<file path="config.mk">
export PLATFORM = sky130hd
export DESIGN_NAME = mem_responder
export DESIGN_NICKNAME = d
export VERILOG_FILES = /design/src/rtl/mem_responder.sv
export SDC_FILE = /design/constraint.sdc
export NUM_CORES = 2
export LEC_CHECK = 0
export ABC_CLOCK_PERIOD_IN_PS = 2600
export CAP_MARGIN = 20
export CORE_ASPECT_RATIO = 0.8
export CORE_UTILIZATION = 51
export DETAILED_ROUTE_END_ITERATION = 6
export PLACE_DENSITY = 0.66
export SYNTH_ARGS = -nofsm -noshare
export SYNTH_HDL_FRONTEND = slang
export SYNTH_SLANG_ARGS = --single-unit
</file>
<file path="constraint.sdc">
create_clock -name clk -period 2.6 [get_ports clk]
set_input_delay 0.65 -clock clk [delete_from_list [all_inputs] [get_ports clk]]
set_output_delay 0.65 -clock clk [all_outputs]
set_load 0.005 [all_outputs]
</file>
<file path="src/rtl/mem_responder.sv">
// rtl/mem_responder.sv - word-addressed memory responder with fixed-latency handshake
module mem_responder #(
  parameter logic [31:0] BASE_ADDR = 32'h0000_0000,
  parameter int          DEPTH     = 32,
  parameter int          LATENCY   = 2,
  localparam int         IDX_W     = $clog2(DEPTH)
) (
  input  logic             clk,
  input  logic             rst_n,
  input  logic             start_memory_transaction,
  input  logic             write,
  input  logic [31:0]      address,
  input  logic [31:0]      wdata,
  output logic [31:0]      rdata,
  output logic             done_memory_transaction,
  output logic             err,
  output logic             busy,
  input  logic             bd_we,
  input  logic [IDX_W-1:0] bd_addr,
  input  logic [31:0]      bd_data,
  output logic [15:0]      txn_count
);

  typedef enum logic [1:0] {
    IDLE  = 2'd0,
    WAIT  = 2'd1,
    RESP  = 2'd2,
    DRAIN = 2'd3
  } state_t;

  localparam logic [3:0]  LAT_M1   = 4'(LATENCY - 1);
  localparam logic [31:0] ERR_WORD = 32'hDEAD_BEEF;

  state_t      state_q, state_d;
  logic [3:0]  cnt_q, cnt_d;
  logic        wr_q, wr_d;
  logic [31:0] addr_q, addr_d;
  logic [31:0] wdata_q, wdata_d;
  logic [31:0] rdata_q, rdata_d;
  logic        err_q, err_d;
  logic        done_q, done_d;
  logic [15:0] count_q, count_d;
  logic [31:0] mem_q [DEPTH];
  logic [31:0] mem_d [DEPTH];

  logic [32:0]      diff;
  logic [31:0]      offset;
  logic             below_base;
  logic [IDX_W-1:0] idx;
  logic             addr_err;

  // Decode the captured address: the borrow of the 33-bit subtraction flags addresses below the base
  always_comb begin
    diff       = {1'b0, addr_q} - {1'b0, BASE_ADDR};
    below_base = diff[32];
    offset     = diff[31:0];
    idx        = offset[IDX_W+1:2];
    addr_err   = (addr_q[1:0] != 2'b00) || below_base || ((offset >> 2) >= 32'(DEPTH));
  end

  // Next-state, capture, response and memory update logic
  always_comb begin
    state_d = state_q;
    cnt_d   = cnt_q;
    wr_d    = wr_q;
    addr_d  = addr_q;
    wdata_d = wdata_q;
    rdata_d = rdata_q;
    err_d   = err_q;
    done_d  = 1'b0;
    count_d = count_q;
    mem_d   = mem_q;

    if (bd_we) begin
      mem_d[bd_addr] = bd_data;
    end

    case (state_q)
      IDLE: begin
        if (start_memory_transaction) begin
          wr_d    = write;
          addr_d  = address;
          wdata_d = wdata;
          cnt_d   = LAT_M1;
          state_d = WAIT;
        end
      end
      WAIT: begin
        if (cnt_q == 4'd0) begin
          state_d = RESP;
        end else begin
          cnt_d = cnt_q - 4'd1;
        end
      end
      RESP: begin
        done_d  = 1'b1;
        err_d   = addr_err;
        count_d = count_q + 16'd1;
        if (wr_q) begin
          // bus write is applied after the backdoor so it wins on a collision;
          // reset gating keeps an aborted transaction from committing
          if (!addr_err && rst_n) begin
            mem_d[idx] = wdata_q;
          end
        end else begin
          rdata_d = addr_err ? ERR_WORD : mem_q[idx];
        end
        state_d = DRAIN;
      end
      DRAIN: begin
        if (!start_memory_transaction) begin
          state_d = IDLE;
        end
      end
      default: state_d = IDLE;
    endcase
  end

  // Control and status registers with synchronous active-low reset
  always_ff @(posedge clk) begin
    if (!rst_n) begin
      state_q <= IDLE;
      cnt_q   <= 4'd0;
      wr_q    <= 1'b0;
      addr_q  <= 32'd0;
      wdata_q <= 32'd0;
      rdata_q <= 32'd0;
      err_q   <= 1'b0;
      done_q  <= 1'b0;
      count_q <= 16'd0;
    end else begin
      state_q <= state_d;
      cnt_q   <= cnt_d;
      wr_q    <= wr_d;
      addr_q  <= addr_d;
      wdata_q <= wdata_d;
      rdata_q <= rdata_d;
      err_q   <= err_d;
      done_q  <= done_d;
      count_q <= count_d;
    end
  end

  // Memory array keeps its contents through reset
  always_ff @(posedge clk) begin
    mem_q <= mem_d;
  end

  assign rdata                   = rdata_q;
  assign err                     = err_q;
  assign done_memory_transaction = done_q;
  assign txn_count               = count_q;
  assign busy                    = (state_q != IDLE);

endmodule

</file>
==> results.cfg <==
[sta]
rsz0062_at_grt = false
layout_setup_ws_ns = 0.0273
drv_slew = 0
fmax_mhz = 389
timing.final.crit_share = 0.990
post-route-min-period_ns = 2.57
setup_violations = 0
tightest_slew_ns = 1.15
relSlewSlack = 0.232
finalHoldViolCount = 0
fin_tns_setup_ns = 0
finClkSkew_ns = 0.0261

[worst_setup_path]
startpoint_type = flop
path_cells = buf_12 -> and3b_2 -> buf_4 -> nor4b_4 -> buf_4 -> a32oi_1
cp.arrival_ns = 3.17
slowest_stage = and3b_2
r2r_end = mem_q[232]
max_stage_delay_ns = 0.57
crit_fanout = 45
timing.rr.start = addr_q[5]
r2r_slack_ns = 0.03
endpoint_kind = flop
crit_type = reg2reg
cp_common_cell = buf_4
worstPathRequired_ns = 3.20
r2r_cells = 6

[floorplan]
core_sq_mm = 0.111
io_pins = 157
die_w_microns = 377
fp-row-count = 109
die_y_microns = 302
die-area_sq_mm = 0.114
start_util = 0.517

[logic_synthesis]
synth_flop_cell = dfxtp_1
synth.distinct_cells = 59
synth_seq_cells = 1145
synth-async-reset-ratio = 0
yosysSeqAreaShare = 0.400
syn_inst = 5341
yosysTopAreaCellShare = 0.400
ys_warn_count = 0
mappedNetlistNets = 5454
synth_area_sq_mm = 0.0573
synth_edf_count = 0
yosys-top-cells-area = dfxtp_1, mux2_2, mux2i_1, nand2_1, a32oi_1
avgSynthCellArea_sq_um = 10.7
yosysTopAreaCell = dfxtp_1

[min_path]
holdPathEnd = wdata_q[25]
hp-start = wdata[25]
holdCritPathClass = in2reg
holdPathStages = 3

[layout]
fin_area_sq_mm = 0.0683
layout_commonest_cell = mux2_2
final_cell_mix = mux2_2, dfxtp_1, nand2_1
post_route_cells_drive_above_1_share = 0.420
layout.nets = 5688
fillers = 9206
area_growth_pct = 19.1

[detailed_routing]
ant_nets = 0
wirelength_microns = 246000
drt_iter0_drc = 7134
post_drt_wl_per_cell_microns = 34.4
avgViaCountPerCell = 6.77
drc = 0
vias = 48500
firstDrtPassIters = 6

[placed_design]
dpl_cell_area_sq_mm = 0.0644
hpwl_microns = 166000
place.gp.congestion = 1.02
io_buffer_count = 156
pre_cts_slack_ns = -0.579

[power]
vdd_drop_max_mv = 0.681
p_leak_nw = 26.7
power.density_mw_per_mm2 = 824

[global_routing]
grt_pass1_vias = 45900
grt_antenna_before_repair = 7
grt_max_degree = 56
grt_pass1_wl_microns = 342000
grt_use_total = 0.421
grt_overflow_total = 0

[clock_network]
cts_buffer_depth = 3
cts_resized = 7
cts.sinks = 1145
cts_tree = built
insertion_delay_ns = 0.75
post_cts_buffers = 0
cts_buffers = 116
path_clk_slew_ns = 0.07
h-tree-depth = 3
hold_buffers = 0
clockRootBuffer = clkbuf_16

[run_status]
status = finished, final reports clean

[job]
drv_cap = 0
[cells in the mapped netlist, drive strengths merged (6+ instances only)]
library cell	instances
mux2	1471
dfxtp	1145
nand2	696
clkbuf	377
mux2i	344
a32oi	291
buf	193
nor2	104
mux4	96
o22ai	93
a21oi	72
a22oi	64
nor4	54
nand4	53
a22o	49
o21ai	32
a31oi	25
nand3	20
and2	18
nor3	12
and3	9
inv	9
nand3b	9
or3	9
and3b	8
o41ai	8
or3b	8
ha	7
nor3b	7
and4	6
nor4bb	6
[logic make-up after synthesis]
kind of cell	count (synthesis)	share of synthesized area
muxes	1911	0.387
and+or+nand+nor	1049	0.0846
adders and majority gates	7	0.00153
AOI/OAI and AO/OA	640	0.0845
DFF	1145	0.400
buffers and inverters	579	0.0410
xor gates and xnor gates	10	0.00153
[sequential cells by signal, summed over array words and instances (netlist names)]
register                 count
mem_q                     1024
wdata_q                     32
state_q                      2
txn_count                   16
wr_q                         1
err                          1
rdata                       32
addr_q                      32
done_memory_transaction      1
cnt_q                        4
[worst max-delay path: cells and delay by family, from the launching register on]
family                 cells  cell delay, ns
AND/OR/NAND/NOR            2            1.02
AO/OA/AOI/OAI              1            0.07
flip-flops                 1            0.35
buffers and inverters      3            0.94
[worst max path at each step]
| stage | from | endpoint | slack [ns] | depth (start not counted) |
|---|---|---|---|---|
| global route | addr_q[7] | mem_q[929] | 0.003 | 6 |
| finish | addr_q[5] | mem_q[232] | 0.03 | 6 |
| global placement | bd_addr[3] | mem_q[979] | -0.57 | 6 |
| detailed placement | bd_addr[3] | mem_q[969] | -0.58 | 6 |
| CTS | state_q[1] | busy | 0.02 | 4 |
| floorplan | bd_we | mem_q[103] | 0.15 | 7 |
[power by group]
group | leakage (nW) | total, W | internal, W | switching [W]
Combinational | 15.2 | 0.0154 | 0.00756 | 0.00782
Sequential | 9.54 | 0.0234 | 0.0212 | 0.00223
Clock | 1.91 | 0.0175 | 0.0100 | 0.00745
Total | 26.7 | 0.0562 | 0.0387 | 0.0175
[layout make-up]
cell class              instances  area (sq um)  share of cell area
flip-flops and latches       1145         22900               0.336
well taps                    1498          1870              0.0275
clock inverters                46           598             0.00876
diodes                          5          12.5            0.000183
inverters                       9          36.3            0.000531
repair buffers                686          7190               0.105
multi-input cells            3617         32400               0.474
clock buffers                 158          3260              0.0478
[through the flow]
stage / hold WS (ns) / power (W) / utilization / std cells
4_1_cts: 0.426 / 0.0558 / 0.616 / 7159
2_1_floorplan: 0.436 / 0.0329 / - / 5341
5_1_grt: 0.444 / 0.0581 / 0.616 / 7159
6_report: 0.447 / 0.0562 / 0.616 / 7164
3_3_place_gp: 0.445 / 0.0381 / 0.580 / 6954
3_5_place_dp: 0.448 / 0.0386 / 0.581 / 6955
[layer usage]
layer,vias to the layer above,global-route usage,wire [microns]
li1,20300,-,-
met1,24100,0.585,100000
met2,3392,0.598,99800
met3,776,0.127,32700
met4,10,0.192,13200
met5,-,0,80
No activity file was read; power rests on OpenSTA's default activity.
